**config.mk**
```make
export PLATFORM = sky130hd
export DESIGN_NAME = riscv_fetchq
export DESIGN_NICKNAME = d
export VERILOG_FILES = /design/src/rtl/riscv_fetchq.sv
export SDC_FILE = /design/constraint.sdc
export NUM_CORES = 1
export LEC_CHECK = 0
export BUFFER_PORTS_ARGS = -buffer_cell sky130_fd_sc_hd__buf_2
export CORE_UTILIZATION = 60
export CTS_CLUSTER_SIZE = 20
export DETAILED_ROUTE_END_ITERATION = 6
export PLACE_DENSITY = 0.82
export SLEW_MARGIN = 20
export SYNTH_ARGS = -nofsm -noshare
export SYNTH_HDL_FRONTEND = slang
export SYNTH_SLANG_ARGS = --single-unit
```
**constraint.sdc**
```tcl
create_clock -name i_riscv_fetchq_clk -period 22.3 [get_ports i_riscv_fetchq_clk]
set_clock_uncertainty 0.1 [all_clocks]
set_input_delay 3.345 -clock i_riscv_fetchq_clk [delete_from_list [all_inputs] [get_ports i_riscv_fetchq_clk]]
set_output_delay 3.345 -clock i_riscv_fetchq_clk [all_outputs]
set_load 0.02 [all_outputs]
```
**src/rtl/riscv_fetchq.sv**
```systemverilog
// Instruction fetch queue: turns the PC into in-order imem requests and buffers {pc, inst} for decode.
// Latency: response to o_riscv_fetchq_valid is 1 cycle (0 cycles when RISCV_FETCHQ_BYPASS_EN is defined and the queue holds nothing filled).
// Backpressure: requests stop once in-flight + buffered + to-be-dropped reaches DEPTH; stallpc holds the PC until a request is granted.
//
// Optional feature macro: RISCV_FETCHQ_BYPASS_EN (combinational response-to-decode bypass).
//
// Ports:
//   i_riscv_fetchq_clk / i_riscv_fetchq_rst       clock (rising edge), async active-high reset
//   i_riscv_fetchq_pc                             current PC from the PC register
//   o_riscv_fetchq_stallpc                        hold the PC register (no request accepted this cycle)
//   o_riscv_fetchq_memreq / _memaddr / i_..._memgnt   imem request handshake
//   i_riscv_fetchq_memrvalid / _memrdata          in-order imem responses
//   i_riscv_fetchq_flush                          redirect: discard queued and in-flight fetches
//   i_riscv_fetchq_stalldec                       decode cannot accept this cycle
//   o_riscv_fetchq_valid / _inst / _instpc        head instruction to decode
module riscv_fetchq #(
  parameter int WIDTH = 64,
  parameter int ILEN  = 32,
  parameter int DEPTH = 4
) (
  input  logic             i_riscv_fetchq_clk,
  input  logic             i_riscv_fetchq_rst,
  input  logic [WIDTH-1:0] i_riscv_fetchq_pc,
  output logic             o_riscv_fetchq_stallpc,
  output logic             o_riscv_fetchq_memreq,
  output logic [WIDTH-1:0] o_riscv_fetchq_memaddr,
  input  logic             i_riscv_fetchq_memgnt,
  input  logic             i_riscv_fetchq_memrvalid,
  input  logic [ILEN-1:0]  i_riscv_fetchq_memrdata,
  input  logic             i_riscv_fetchq_flush,
  input  logic             i_riscv_fetchq_stalldec,
  output logic             o_riscv_fetchq_valid,
  output logic [ILEN-1:0]  o_riscv_fetchq_inst,
  output logic [WIDTH-1:0] o_riscv_fetchq_instpc
);

  localparam int PW = $clog2(DEPTH);
  localparam int CW = PW + 1;
  localparam logic [CW:0] DEPTH_C = (CW+1)'(DEPTH);

  // Queue storage
  logic [WIDTH-1:0] pc_q     [DEPTH];
  logic [WIDTH-1:0] pc_d     [DEPTH];
  logic [ILEN-1:0]  inst_q   [DEPTH];
  logic [ILEN-1:0]  inst_d   [DEPTH];
  logic [DEPTH-1:0] filled_q, filled_d;

  // Pointers wrap naturally at DEPTH (power of two)
  logic [PW-1:0] head_q, head_d;
  logic [PW-1:0] alloc_q, alloc_d;
  logic [PW-1:0] fill_q, fill_d;

  // alloc_cnt: entries owned by the queue (issued, not yet popped)
  // unfilled_cnt: subset of those still waiting for their response
  // drop_cnt: responses still owed for requests issued before a flush
  logic [CW-1:0] alloc_cnt_q, alloc_cnt_d;
  logic [CW-1:0] unfilled_cnt_q, unfilled_cnt_d;
  logic [CW-1:0] drop_cnt_q, drop_cnt_d;

  logic [CW:0]   credit_used;
  logic [CW-1:0] drop_sum;
  logic          issue;
  logic          rsp_drop;
  logic          rsp_fill;
  logic          bypass;
  logic          pop;
  logic          bypass_pop;
  logic          pop_any;

  assign credit_used = {1'b0, alloc_cnt_q} + {1'b0, drop_cnt_q};

  assign o_riscv_fetchq_memreq  = ~i_riscv_fetchq_rst & ~i_riscv_fetchq_flush & (credit_used < DEPTH_C);
  assign o_riscv_fetchq_memaddr = i_riscv_fetchq_pc;
  assign issue                  = o_riscv_fetchq_memreq & i_riscv_fetchq_memgnt;
  assign o_riscv_fetchq_stallpc = ~issue;

  // Responses owed to pre-flush requests are consumed first; a response with
  // nothing outstanding is a protocol error and is ignored.
  assign rsp_drop = i_riscv_fetchq_memrvalid & (drop_cnt_q != '0);
  assign rsp_fill = i_riscv_fetchq_memrvalid & (drop_cnt_q == '0) & (unfilled_cnt_q != '0);

`ifdef RISCV_FETCHQ_BYPASS_EN
  logic [CW-1:0] filled_cnt;
  assign filled_cnt = alloc_cnt_q - unfilled_cnt_q;
  // With nothing filled, the oldest unfilled entry is the head, so the
  // response can be forwarded straight to decode alongside the head pc.
  assign bypass = ~i_riscv_fetchq_rst & ~i_riscv_fetchq_flush & rsp_fill & (filled_cnt == '0);
`else
  assign bypass = 1'b0;
`endif

  assign o_riscv_fetchq_valid  = filled_q[head_q] | bypass;
  assign o_riscv_fetchq_inst   = bypass ? i_riscv_fetchq_memrdata : inst_q[head_q];
  assign o_riscv_fetchq_instpc = pc_q[head_q];

  assign pop        = filled_q[head_q] & ~i_riscv_fetchq_stalldec;
  assign bypass_pop = bypass & ~i_riscv_fetchq_stalldec;
  assign pop_any    = pop | bypass_pop;

  // Every in-flight response is either owed as a drop or waiting in an entry;
  // a flush turns all waiting entries into drops.
  assign drop_sum = drop_cnt_q + unfilled_cnt_q;

  always_comb begin
    pc_d           = pc_q;
    inst_d         = inst_q;
    filled_d       = filled_q;
    head_d         = head_q;
    alloc_d        = alloc_q;
    fill_d         = fill_q;
    alloc_cnt_d    = alloc_cnt_q;
    unfilled_cnt_d = unfilled_cnt_q;
    drop_cnt_d     = drop_cnt_q;

    if (i_riscv_fetchq_flush) begin
      for (int i = 0; i < DEPTH; i++) begin
        pc_d[i]   = '0;
        inst_d[i] = '0;
      end
      filled_d       = '0;
      head_d         = '0;
      alloc_d        = '0;
      fill_d         = '0;
      alloc_cnt_d    = '0;
      unfilled_cnt_d = '0;
      // A response landing in the flush cycle is discarded and settles one owed drop.
      if (i_riscv_fetchq_memrvalid && (drop_sum != '0)) begin
        drop_cnt_d = drop_sum - CW'(1);
      end else begin
        drop_cnt_d = drop_sum;
      end
    end else begin
      if (issue) begin
        pc_d[alloc_q]     = i_riscv_fetchq_pc;
        inst_d[alloc_q]   = '0;
        filled_d[alloc_q] = 1'b0;
        alloc_d           = alloc_q + PW'(1);
      end
      if (rsp_drop) begin
        drop_cnt_d = drop_cnt_q - CW'(1);
      end
      if (rsp_fill) begin
        fill_d = fill_q + PW'(1);
        // A bypassed entry consumed this cycle never becomes filled.
        if (!bypass_pop) begin
          inst_d[fill_q]   = i_riscv_fetchq_memrdata;
          filled_d[fill_q] = 1'b1;
        end
      end
      if (pop_any) begin
        pc_d[head_q]     = '0;
        inst_d[head_q]   = '0;
        filled_d[head_q] = 1'b0;
        head_d           = head_q + PW'(1);
      end
      alloc_cnt_d    = alloc_cnt_q + CW'(issue) - CW'(pop_any);
      unfilled_cnt_d = unfilled_cnt_q + CW'(issue) - CW'(rsp_fill);
    end
  end

  always_ff @(posedge i_riscv_fetchq_clk or posedge i_riscv_fetchq_rst) begin
    if (i_riscv_fetchq_rst) begin
      for (int i = 0; i < DEPTH; i++) begin
        pc_q[i]   <= '0;
        inst_q[i] <= '0;
      end
      filled_q       <= '0;
      head_q         <= '0;
      alloc_q        <= '0;
      fill_q         <= '0;
      alloc_cnt_q    <= '0;
      unfilled_cnt_q <= '0;
      drop_cnt_q     <= '0;
    end else begin
      pc_q           <= pc_d;
      inst_q         <= inst_d;
      filled_q       <= filled_d;
      head_q         <= head_d;
      alloc_q        <= alloc_d;
      fill_q         <= fill_d;
      alloc_cnt_q    <= alloc_cnt_d;
      unfilled_cnt_q <= unfilled_cnt_d;
      drop_cnt_q     <= drop_cnt_d;
    end
  end

endmodule

```
==> impl_results.md, run 1 <==
* Maximum clock frequency at 113 MHz
* Transition time at the pin with the least slew margin at 1.14 ns
* Antenna-violating nets left at 0
* Count of state elements after synthesis at 403
* Mean number of vias per cell at 6.63
* Hold Path Depth at 2
* Switching Share at 0.263
* Final slew viol count at 0
* Max transition margin at 0.243
* Root buf cell: clkbuf_16
* Area of the mapped netlist at 0.0205 mm^2
* Gate Count Post-Synth at 2050
* Port Buffers at 264
* Power Dens Cells at 73.0 mW/mm^2
* RSZ-0062 raised after global routing: no
* Number of enable flip-flop cells after synthesis at 0
* Part of the total power dissipated in combinational logic at 0.110
* Std-Cell Rows at 67
* Growth of design area from synthesis to finish at 10.6%
* Placed inst area at 0.0212 mm^2
* Result of the run: finished, final reports clean
* Maximum root-to-sink buffer count at 3
* Clock Latency Late Sink at 0.54 ns
* Fin nets at 2245
* Area of the die at 0.0349 mm^2
* Post-CTS Setup Repair Bufs at 0
* Final Cell Area at 0.0227 mm^2
* Effective utilization at floorplan at 0.611
* Worst endpoint required time at 18.86 ns
* DRC viols at 0
* Fin cells at 2597
* Proportion of synthesized chip area in sequential cells at 0.493
* Chip Width at 187 um
* Arrival time of the worst setup path at 5.43 ns
* Top-level port count at 265
* H-tree level count at 2
* Total number of clock tree sinks at 403
* Share of layout cells above drive strength 1 at 0.275
* Clock power frac at 0.436
* Clock tree from TritonCTS: yes
* Mean instance size in the synthesized netlist at 9.99 um^2
* Count of cells resized by post-cts repair at 0
* Crit Path Max Fanout at 102
* Y dimension of the die at 187 um
* CP Launch Type: primary input
* Detailed Place HPWL at 31.4 mm
* Setup violators final at 0
* Psw at 0.435 mW
* Starting DRC count in detailed routing at 2261
* Overflow left after global routing at 0
* Most common cell after layout, fill and taps aside: dfrtp_1
* Via count of the first global-routing pass at 17800
* Total of warnings raised by yosys at 0
* Number of unique standard cell types used by synthesis at 36
* Drt first pass iters at 6
* Combined global-route utilization of all metal layers at 0.341
* Maximum number of pins on one net before global-route repair at 151
* Total length of routed wires at 59.6 mm
* Wire length of the first global-routing pass at 94.7 mm
* Post-Route Setup TNS at 0 ns
* Static Leak at 9.42 nW
* Critical path class: primary input to output pin
* Path category of the worst min-delay check: register to register
* Clock slew at reported path FFs at 0.06 ns
* Total of fill cells in the finished design at 2478
* Via total after detailed routing at 17200
* Critical Path Sink Type: output pin
* Depth of the worst register-to-register path at 6
* Most instantiated flip-flop cell in the synthesis netlist: dfrtp_1
* Total clock buffers created by CTS at 44
* Number of antenna violations at the first check in global routing at 2
* Number of hold buffers added after CTS at 0
* Detail-routed net length per standard cell at 22.9 um
* Net Count, Synth at 2178
* Number of cells in the design after placement at 2519
* Final hold violations at 0
* Final critical path time including I/O delays and setup at 8.87 ns
* Worst voltage drop across the vdd grid at 0.0000654 V
* Most frequent cells in the layout: 401 x dfrtp_1, 335 x nand2_1, 331 x a21oi_1
* Global placer's final weighted congestion at 0.794
* Fraction of the cycle the final worst path needs at 0.398
* Sequential cell fraction of total power at 0.454
* Reported max-cap violation count at 0
* Area of the placeable core at 0.0335 mm^2
* Internal Power at 1.22 mW
* Share of synthesized registers carrying an async set or reset at 1.00
[flip-flops by register name (all words and copies together) (netlist names)]
name and count:
alloc_q 2, pc_q 256, drop_cnt_q 3, fill_q 2
head_q 2, filled_q 4, unfilled_cnt_q 3, inst_q 128
alloc_cnt_q 3
[power groups by stage]
stage               Clock [mW]  Sequential [mW]  Combinational (mW)
floorplan                    0            0.760               0.127
global placement             0            0.764               0.174
detailed placement           0            0.764               0.179
CTS                      0.725            0.751               0.180
global route             0.756            0.752               0.196
finish                   0.721            0.751               0.181
[worst paths after layout]
kind,startpoint,to,slack [ns]
max in group asynchronous,i_riscv_fetchq_rst,pc_q[150],16.93
max reg2reg,head_q[1],pc_q[224],17.40
min,pc_q[74],pc_q[74],0.41
max,i_riscv_fetchq_flush,o_riscv_fetchq_stallpc,13.43
min reg2reg,pc_q[74],pc_q[74],0.41
min in group asynchronous,i_riscv_fetchq_rst,alloc_q[1],2.90
[cell type report]
class | instances | area [um^2] | area share
Clock inverter | 8 | 100 | 0.00442
Tap cell | 448 | 561 | 0.0247
Inverter | 20 | 85.1 | 0.00376
Antenna cell | 3 | 7.51 | 0.000331
Multi-Input combinational cell | 1356 | 8940 | 0.395
Clock buffer | 67 | 1320 | 0.0582
Sequential cell | 403 | 10100 | 0.446
Timing Repair Buffer | 292 | 1540 | 0.0682
[cell usage after synthesis (2+ instances only)]
cell	number	area share
and4b_1	5	0.0024
xor2_1	3	0.0013
buf_2	40	0.0098
nand3_1	193	0.047
fa_1	3	0.0029
nand2_1	335	0.061
clkbuf_1	138	0.025
o211ai_1	64	0.023
nor4_4	2	0.0021
a21o_1	4	0.0015
dfrtp_1	403	0.49
mux4_2	97	0.11
nor2_1	11	0.0020
buf_6	13	0.0072
xnor2_1	8	0.0034
a21oi_2	60	0.026
nand2_2	60	0.018
buf_1	15	0.0027
nor3_1	2	0.00049
mux2i_1	4	0.0020
and2_1	4	0.0012
ha_1	23	0.014
inv_1	20	0.0037
buf_4	65	0.024
or4_4	2	0.0011
a21oi_1	331	0.081
nor2b_1	4	0.0012
o21ai_0	133	0.033
[metal layers]
metal	global-route usage	part of all wire
met1	0.446	0.37
met2	0.560	0.49
met3	0.0651	0.11
met4	0.147	0.032
met5	0	0.00017
[worst max-delay path, stage by stage]
cell	delay [ns]
buf_2	0.45
inv_1	0.12
and4_4	0.33
inv_4	0.83
buf_2	0.32
[logic make-up after synthesis]
logic type	share of synthesized area
flops	0.493
fa+ha+maj	0.0170
simple gates	0.139
compound gates	0.165
xor+xnor	0.00471
mux	0.109
buf+inv	0.0725
[per-stage QoR]
step | hold WS [ns] | setup WS, ns | util | power (mW)
2_1_floorplan | 0.378 | 7.65 | - | 0.887
3_3_place_gp | 0.399 | 13.42 | 0.633 | 0.938
3_5_place_dp | 0.411 | 13.40 | 0.633 | 0.943
4_1_cts | 0.419 | 13.40 | 0.675 | 1.66
5_1_grt | 0.433 | 13.23 | 0.675 | 1.70
6_report | 0.414 | 13.43 | 0.675 | 1.65
(Power assumes the default switching activity.)
==> inputs of run 2 (changes only) <==
--- a/config.mk
+++ b/config.mk
@@ -6,10 +6,10 @@
 export NUM_CORES = 1
 export LEC_CHECK = 0
 export BUFFER_PORTS_ARGS = -buffer_cell sky130_fd_sc_hd__buf_2
-export CORE_UTILIZATION = 60
+export CORE_UTILIZATION = 53
 export CTS_CLUSTER_SIZE = 20
 export DETAILED_ROUTE_END_ITERATION = 6
-export PLACE_DENSITY = 0.82
+export PLACE_DENSITY = 0.77
 export SLEW_MARGIN = 20
 export SYNTH_ARGS = -nofsm -noshare
 export SYNTH_HDL_FRONTEND = slang
==> constraint.sdc (replaced) <==
create_clock -name i_riscv_fetchq_clk -period 7.6 [get_ports i_riscv_fetchq_clk]
set_clock_uncertainty 0.1 [all_clocks]
set_input_delay 1.14 -clock i_riscv_fetchq_clk [delete_from_list [all_inputs] [get_ports i_riscv_fetchq_clk]]
set_output_delay 1.14 -clock i_riscv_fetchq_clk [all_outputs]
set_load 0.02 [all_outputs]
==> impl_results.md, run 2 (synthesis results as in run 1) <==
* Fin nets at 2244 (-0.045%)
* Growth of design area from synthesis to finish at 11.1%
* Clock tree from TritonCTS: yes
* Mean number of vias per cell at 6.37 (-4.0%)
* Root buf cell: clkbuf_16
* Max reg flops at 256 (unchanged)
* Maximum clock frequency at 202 MHz
* Overflow left after global routing at 0 (unchanged)
* Critical Path Sink Type: output pin
* Drt first pass iters at 7 (+1)
* Setup slack of the critical path after layout at 2.65 ns (-10.78 ns)
* Port Buffers at 264 (unchanged)
* Effective utilization at floorplan at 0.541 (-0.0696)
* DRC viols at 0 (unchanged)
* Core occupancy in the finished layout at 0.601 (-0.0745)
* Placed inst area at 0.0213 mm^2 (+0.27%)
* Depth of the worst register-to-register path at 5 (-1)
* Starting DRC count in detailed routing at 2003 (-11%)
* Detailed Place HPWL at 33.5 mm (+6.7%)
* CP Launch Type: register
* Worst voltage drop across the vdd grid at 0.000162 V (+150%)
* Area of the placeable core at 0.0378 mm^2 (+13%)
* RSZ-0062 raised after global routing: no
* Clock Latency Late Sink at 0.56 ns (+0.02 ns)
* Worst setup slack for register-to-register paths at 3.59 ns (-13.81 ns)
* Worst endpoint required time at 6.36 ns (-12.50 ns)
* Result of the run: finished, final reports clean
* Y dimension of the die at 199 um (+6.3%)
* Largest register by flop count: pc_q
* Final hold violations at 0 (unchanged)
* Number of antenna violations at the first check in global routing at 4 (+2)
* Via count of the first global-routing pass at 17500 (-1.4%)
* Top-level port count at 265 (unchanged)
* Maximum root-to-sink buffer count at 3 (unchanged)
* Total length of routed wires at 62.3 mm (+4.5%)
* Arrival time of the worst setup path at 3.71 ns (-1.72 ns)
* Power Dens Cells at 214 mW/mm^2 (+190%)
* Source of the critical timing path: head_q[0]
* Combined global-route utilization of all metal layers at 0.317 (-0.0241)
* Static Leak at 9.42 nW (about the same)
* Most common cell after layout, fill and taps aside: dfrtp_1
* Antenna-violating nets left at 0 (unchanged)
* Endpoint of the worst register-to-register path: pc_q[95]
* Number of hold buffers added after CTS at 0 (unchanged)
* Std-Cell Rows at 71 (+6.0%)
* Reg2reg start: head_q[1]
* Critical path class: register to output pin
* Global placer's final weighted congestion at 0.829 (+4.4%)
* Final slew viol count at 0 (unchanged)
* Final Cell Area at 0.0227 mm^2 (+0.41%)
* Post-Route Setup TNS at 0 ns (unchanged)
* Largest registers: pc_q: 256 flops, inst_q: 128 flops, filled_q: 4 flops
* Detail-routed net length per standard cell at 23.4 um (+2.0%)
* Area of the die at 0.0394 mm^2 (+13%)
* Minimum setup slack after placement at 3.13 ns (-10.27 ns)
* Crit Path Max Fanout at 44 (-57%)
* Count of cells resized by post-cts repair at 0 (unchanged)
* Reported max-cap violation count at 0 (unchanged)
* Maximum number of pins on one net before global-route repair at 194 (+28%)
* Share of layout cells above drive strength 1 at 0.277 (+0.00161)
* Post-CTS Setup Repair Bufs at 0 (unchanged)
* Setup violators final at 0 (unchanged)
* Total number of clock tree sinks at 403 (unchanged)
* Transition time at the pin with the least slew margin at 1.14 ns (+0.00959 ns)
* Clock slew at reported path FFs at 0.07 ns (about the same)
* Endpoint of the most critical setup path: o_riscv_fetchq_inst[14]
* Path category of the worst min-delay check: register to register
* Total power at 4.86 mW (+190%)
* Most frequent cells in the layout: 401 x dfrtp_1, 335 x nand2_1, 331 x a21oi_1
* Fraction of the cycle the final worst path needs at 0.651
* H-tree level count at 2 (unchanged)
* Total clock buffers created by CTS at 44 (unchanged)
* Wire length of the first global-routing pass at 96.8 mm (+2.1%)
* Max transition margin at 0.237 (-0.00639)
* Chip Width at 199 um (+6.3%)
* Final critical path time including I/O delays and setup at 4.95 ns
* Via total after detailed routing at 17000 (-1.6%)
==> run 2: worst min path at each step <==
stage | from | end | slack, ns | cells past startpoint
floorplan | filled_q[0] | filled_q[0] | 0.38 | 2
global placement | pc_q[223] | pc_q[223] | 0.40 | 2
detailed placement | pc_q[104] | pc_q[104] | 0.41 | 2
CTS | pc_q[104] | pc_q[104] | 0.42 | 2
global route | pc_q[124] | pc_q[124] | 0.43 | 2
finish | pc_q[255] | pc_q[255] | 0.42 | 2
==> run 2: stage by stage <==
stage          hold WS, ns  cells
3_3_place_gp         0.404   2579
3_5_place_dp         0.410   2579
6_report             0.416   2662
5_1_grt              0.434   2661
4_1_cts              0.419   2657
2_1_floorplan        0.378   2050
==> run 2: final cells by class <==
class | instances | area (um^2)
tap | 511 | 639
multi-input combinational | 1356 | 8950
clock buffer | 65 | 1270
inverter | 20 | 81.3
timing repair buffer | 291 | 1580
antenna | 3 | 7.51
sequential | 403 | 10100
fill | 3170 | 15100
clock inverter | 13 | 128
==> run 2: critical path, cell delays in order (launching register included) <==
cell,delay (ns)
dfrtp_4,0.68
buf_4,0.75
buf_4,0.85
mux4_2,0.63
buf_2,0.18
==> run 2: routing by layer <==
metal,GRT usage,share of wire,vias to the layer above
met2,0.527,0.50,1043
met5,0,0.00042,-
li1,-,-,7273
met1,0.410,0.38,8496
met3,0.0600,0.097,143
met4,0.128,0.027,4
==> run 2: where the power goes <==
group          total (mW)  internal, mW  switching (mW)
sequential           2.21          2.18          0.0297
clock                2.11          1.23           0.886
combinational       0.541         0.147           0.394
total                4.86          3.55            1.31
==> inputs of run 3 (changes only) <==
==> constraint.sdc (replaced) <==
create_clock -name i_riscv_fetchq_clk -period 4.5 [get_ports i_riscv_fetchq_clk]
set_clock_uncertainty 0.1 [all_clocks]
set_input_delay 0.675 -clock i_riscv_fetchq_clk [delete_from_list [all_inputs] [get_ports i_riscv_fetchq_clk]]
set_output_delay 0.675 -clock i_riscv_fetchq_clk [all_outputs]
set_load 0.02 [all_outputs]
==> impl_results.md, run 3 (synthesis results as in run 1) <==
* Std-Cell Rows at 71 (unchanged)
* Most common cell after layout, fill and taps aside: dfrtp_1
* Global placer's final weighted congestion at 0.796 (-4.0%)
* Post-CTS Setup Repair Bufs at 0 (unchanged)
* Core occupancy in the finished layout at 0.604 (+0.00308)
* Maximum root-to-sink buffer count at 3 (unchanged)
* Combined global-route utilization of all metal layers at 0.307 (-0.0101)
* Fin nets at 2252 (+0.36%)
* Antenna-violating nets left at 0 (unchanged)
* Total length of routed wires at 59.5 mm (-4.4%)
* Via total after detailed routing at 16900 (-0.52%)
* Final hold slack at 0.245 ns (-0.170 ns)
* Total of fill cells in the finished design at 3216 (+1.5%)
* H-tree level count at 2 (unchanged)
* Static Leak at 9.48 nW (+0.64%)
* Max transition margin at 0.294 (+0.0569)
* Drt first pass iters at 6 (-1)
* Growth of design area from synthesis to finish at 11.7%
* Detail-routed net length per standard cell at 22.4 um (-4.4%)
* Y dimension of the die at 199 um (unchanged)
* Max reg flops at 256 (unchanged)
* Count of cells resized by post-cts repair at 0 (unchanged)
* Post-Route Setup TNS at 0 ns (unchanged)
* Clock tree from TritonCTS: yes
* Worst endpoint required time at 4.81 ns (-1.55 ns)
* Most frequent cells in the layout: 401 x dfrtp_1, 335 x nand2_1, 331 x a21oi_1
* Largest register by flop count: pc_q
* Final critical path time including I/O delays and setup at 3.41 ns
* Number of buffers and inverters on the critical path at 1 (-2)
* Top-level port count at 265 (unchanged)
* Starting DRC count in detailed routing at 1814 (-9.4%)
* Top cell family by delay on the critical path: simple AND/OR/NAND/NOR gates
* Clock Latency Late Sink at 0.56 ns (about the same)
* Number of hold buffers added after CTS at 0 (unchanged)
* Total power at 8.15 mW (+68%)
* Maximum number of pins on one net before global-route repair at 126 (-35%)
* Total clock buffers created by CTS at 43 (-2.3%)
* Effective utilization at floorplan at 0.541 (unchanged)
* Reported max-cap violation count at 0 (unchanged)
* Largest registers: pc_q: 256 flops, inst_q: 128 flops, filled_q: 4 flops
* Arrival time of the worst setup path at 3.73 ns (+0.02 ns)
* Wire length of the first global-routing pass at 93.8 mm (-3.0%)
* Minimum setup slack after placement at 1.08 ns (-2.05 ns)
* Total number of clock tree sinks at 403 (unchanged)
* Maximum clock frequency at 293 MHz
* Overflow left after global routing at 0 (unchanged)
* Power Dens Cells at 357 mW/mm^2 (+67%)
* Final slew viol count at 0 (unchanged)
* CP max-delay cell: or4_4
* Chip Width at 199 um (unchanged)
* Setup violators final at 0 (unchanged)
* Root buf cell: clkbuf_16
* Port Buffers at 264 (unchanged)
* Clock slew at reported path FFs at 0.06 ns (about the same)
* Mean number of vias per cell at 6.34 (-0.52%)
* Area of the placeable core at 0.0378 mm^2 (unchanged)
* DRC viols at 0 (unchanged)
* Critical path class: register to register
* Worst voltage drop across the vdd grid at 0.000254 V (+57%)
* Fraction of the cycle the final worst path needs at 0.759
* CP Launch Type: register
* Cell Chain, Critical Path: ha_1 -> or4_1 -> or4_4 -> buf_4 -> nand2_1 -> a21oi_1
* Via count of the first global-routing pass at 17400 (-0.92%)
* Critical Path Sink Type: register
* Final hold violations at 0 (unchanged)
* RSZ-0062 raised after global routing: no
* Area of the die at 0.0394 mm^2 (unchanged)
* Detailed Place HPWL at 32.7 mm (-2.4%)
* Result of the run: finished, final reports clean
* Path category of the worst min-delay check: primary input to asynchronous set/reset pin
* Transition time at the pin with the least slew margin at 1.06 ns (-0.0853 ns)
* Crit Path Max Fanout at 69 (+57%)
* Share of layout cells above drive strength 1 at 0.276 (-0.000594)
* Number of antenna violations at the first check in global routing at 3 (-1)
* Setup slack of the critical path after layout at 1.09 ns (-1.56 ns)
* Max incr delay on CP at 1.00 ns (+0.15 ns)
run 3: cell count changes in the layout (fill, tap and decap cells not counted), sizes merged:
cell / previous run / this run
buf: 291 / 300
clkinv: 7 / 0
clkbuf: 65 / 68
inv: 21 / 19
bufinv: 2 / 1
clkinvlp: 3 / 2
diode: 3 / 2
run 3: final timing paths:
| path | from | endpoint | slack, ns | cells after the start |
|---|---|---|---|---|
| min reg2reg | pc_q[207] | pc_q[207] | 0.42 | 2 |
| max | drop_cnt_q[2] | pc_q[93] | 1.09 | 6 |
| max in group asynchronous | i_riscv_fetchq_rst | pc_q[167] | 2.89 | 3 |
| min in group i_riscv_fetchq_clk | i_riscv_fetchq_memrdata[27] | inst_q[123] | 0.28 | 3 |
| min | i_riscv_fetchq_rst | pc_q[247] | 0.25 | 2 |
| max reg2reg | drop_cnt_q[2] | pc_q[93] | 1.09 | 6 |
run 3: layer usage:
layer	share of wire	wire, um	global-route usage
met3	0.090	5340	0.0482
met5	0.00013	8	0
met2	0.50	30000	0.518
met4	0.025	1490	0.118
met1	0.38	22700	0.400
run 3: stage by stage:
stage               instances  area (um^2)
floorplan                2050        20500
global placement         2590        21500
detailed placement       2590        21500
CTS                      2660        22900
global route             2661        22900
finish                   2662        22900
run 3: final cells by class:
| cell class | instances | area [um^2] | area share |
|---|---|---|---|
| sequential | 403 | 10100 | 0.441 |
| multi-input combinational | 1356 | 8940 | 0.391 |
| timing repair buffer | 300 | 1730 | 0.0756 |
| clock buffer | 68 | 1330 | 0.0583 |
| tap | 511 | 639 | 0.0280 |
| inverter | 20 | 81.3 | 0.00356 |
| clock inverter | 2 | 37.5 | 0.00164 |
| antenna | 2 | 5.00 | 0.000219 |
run 3: power breakdown:
group	internal [mW]	switching (mW)
combinational	0.259	0.668
sequential	3.67	0.0472
clock	2.07	1.43
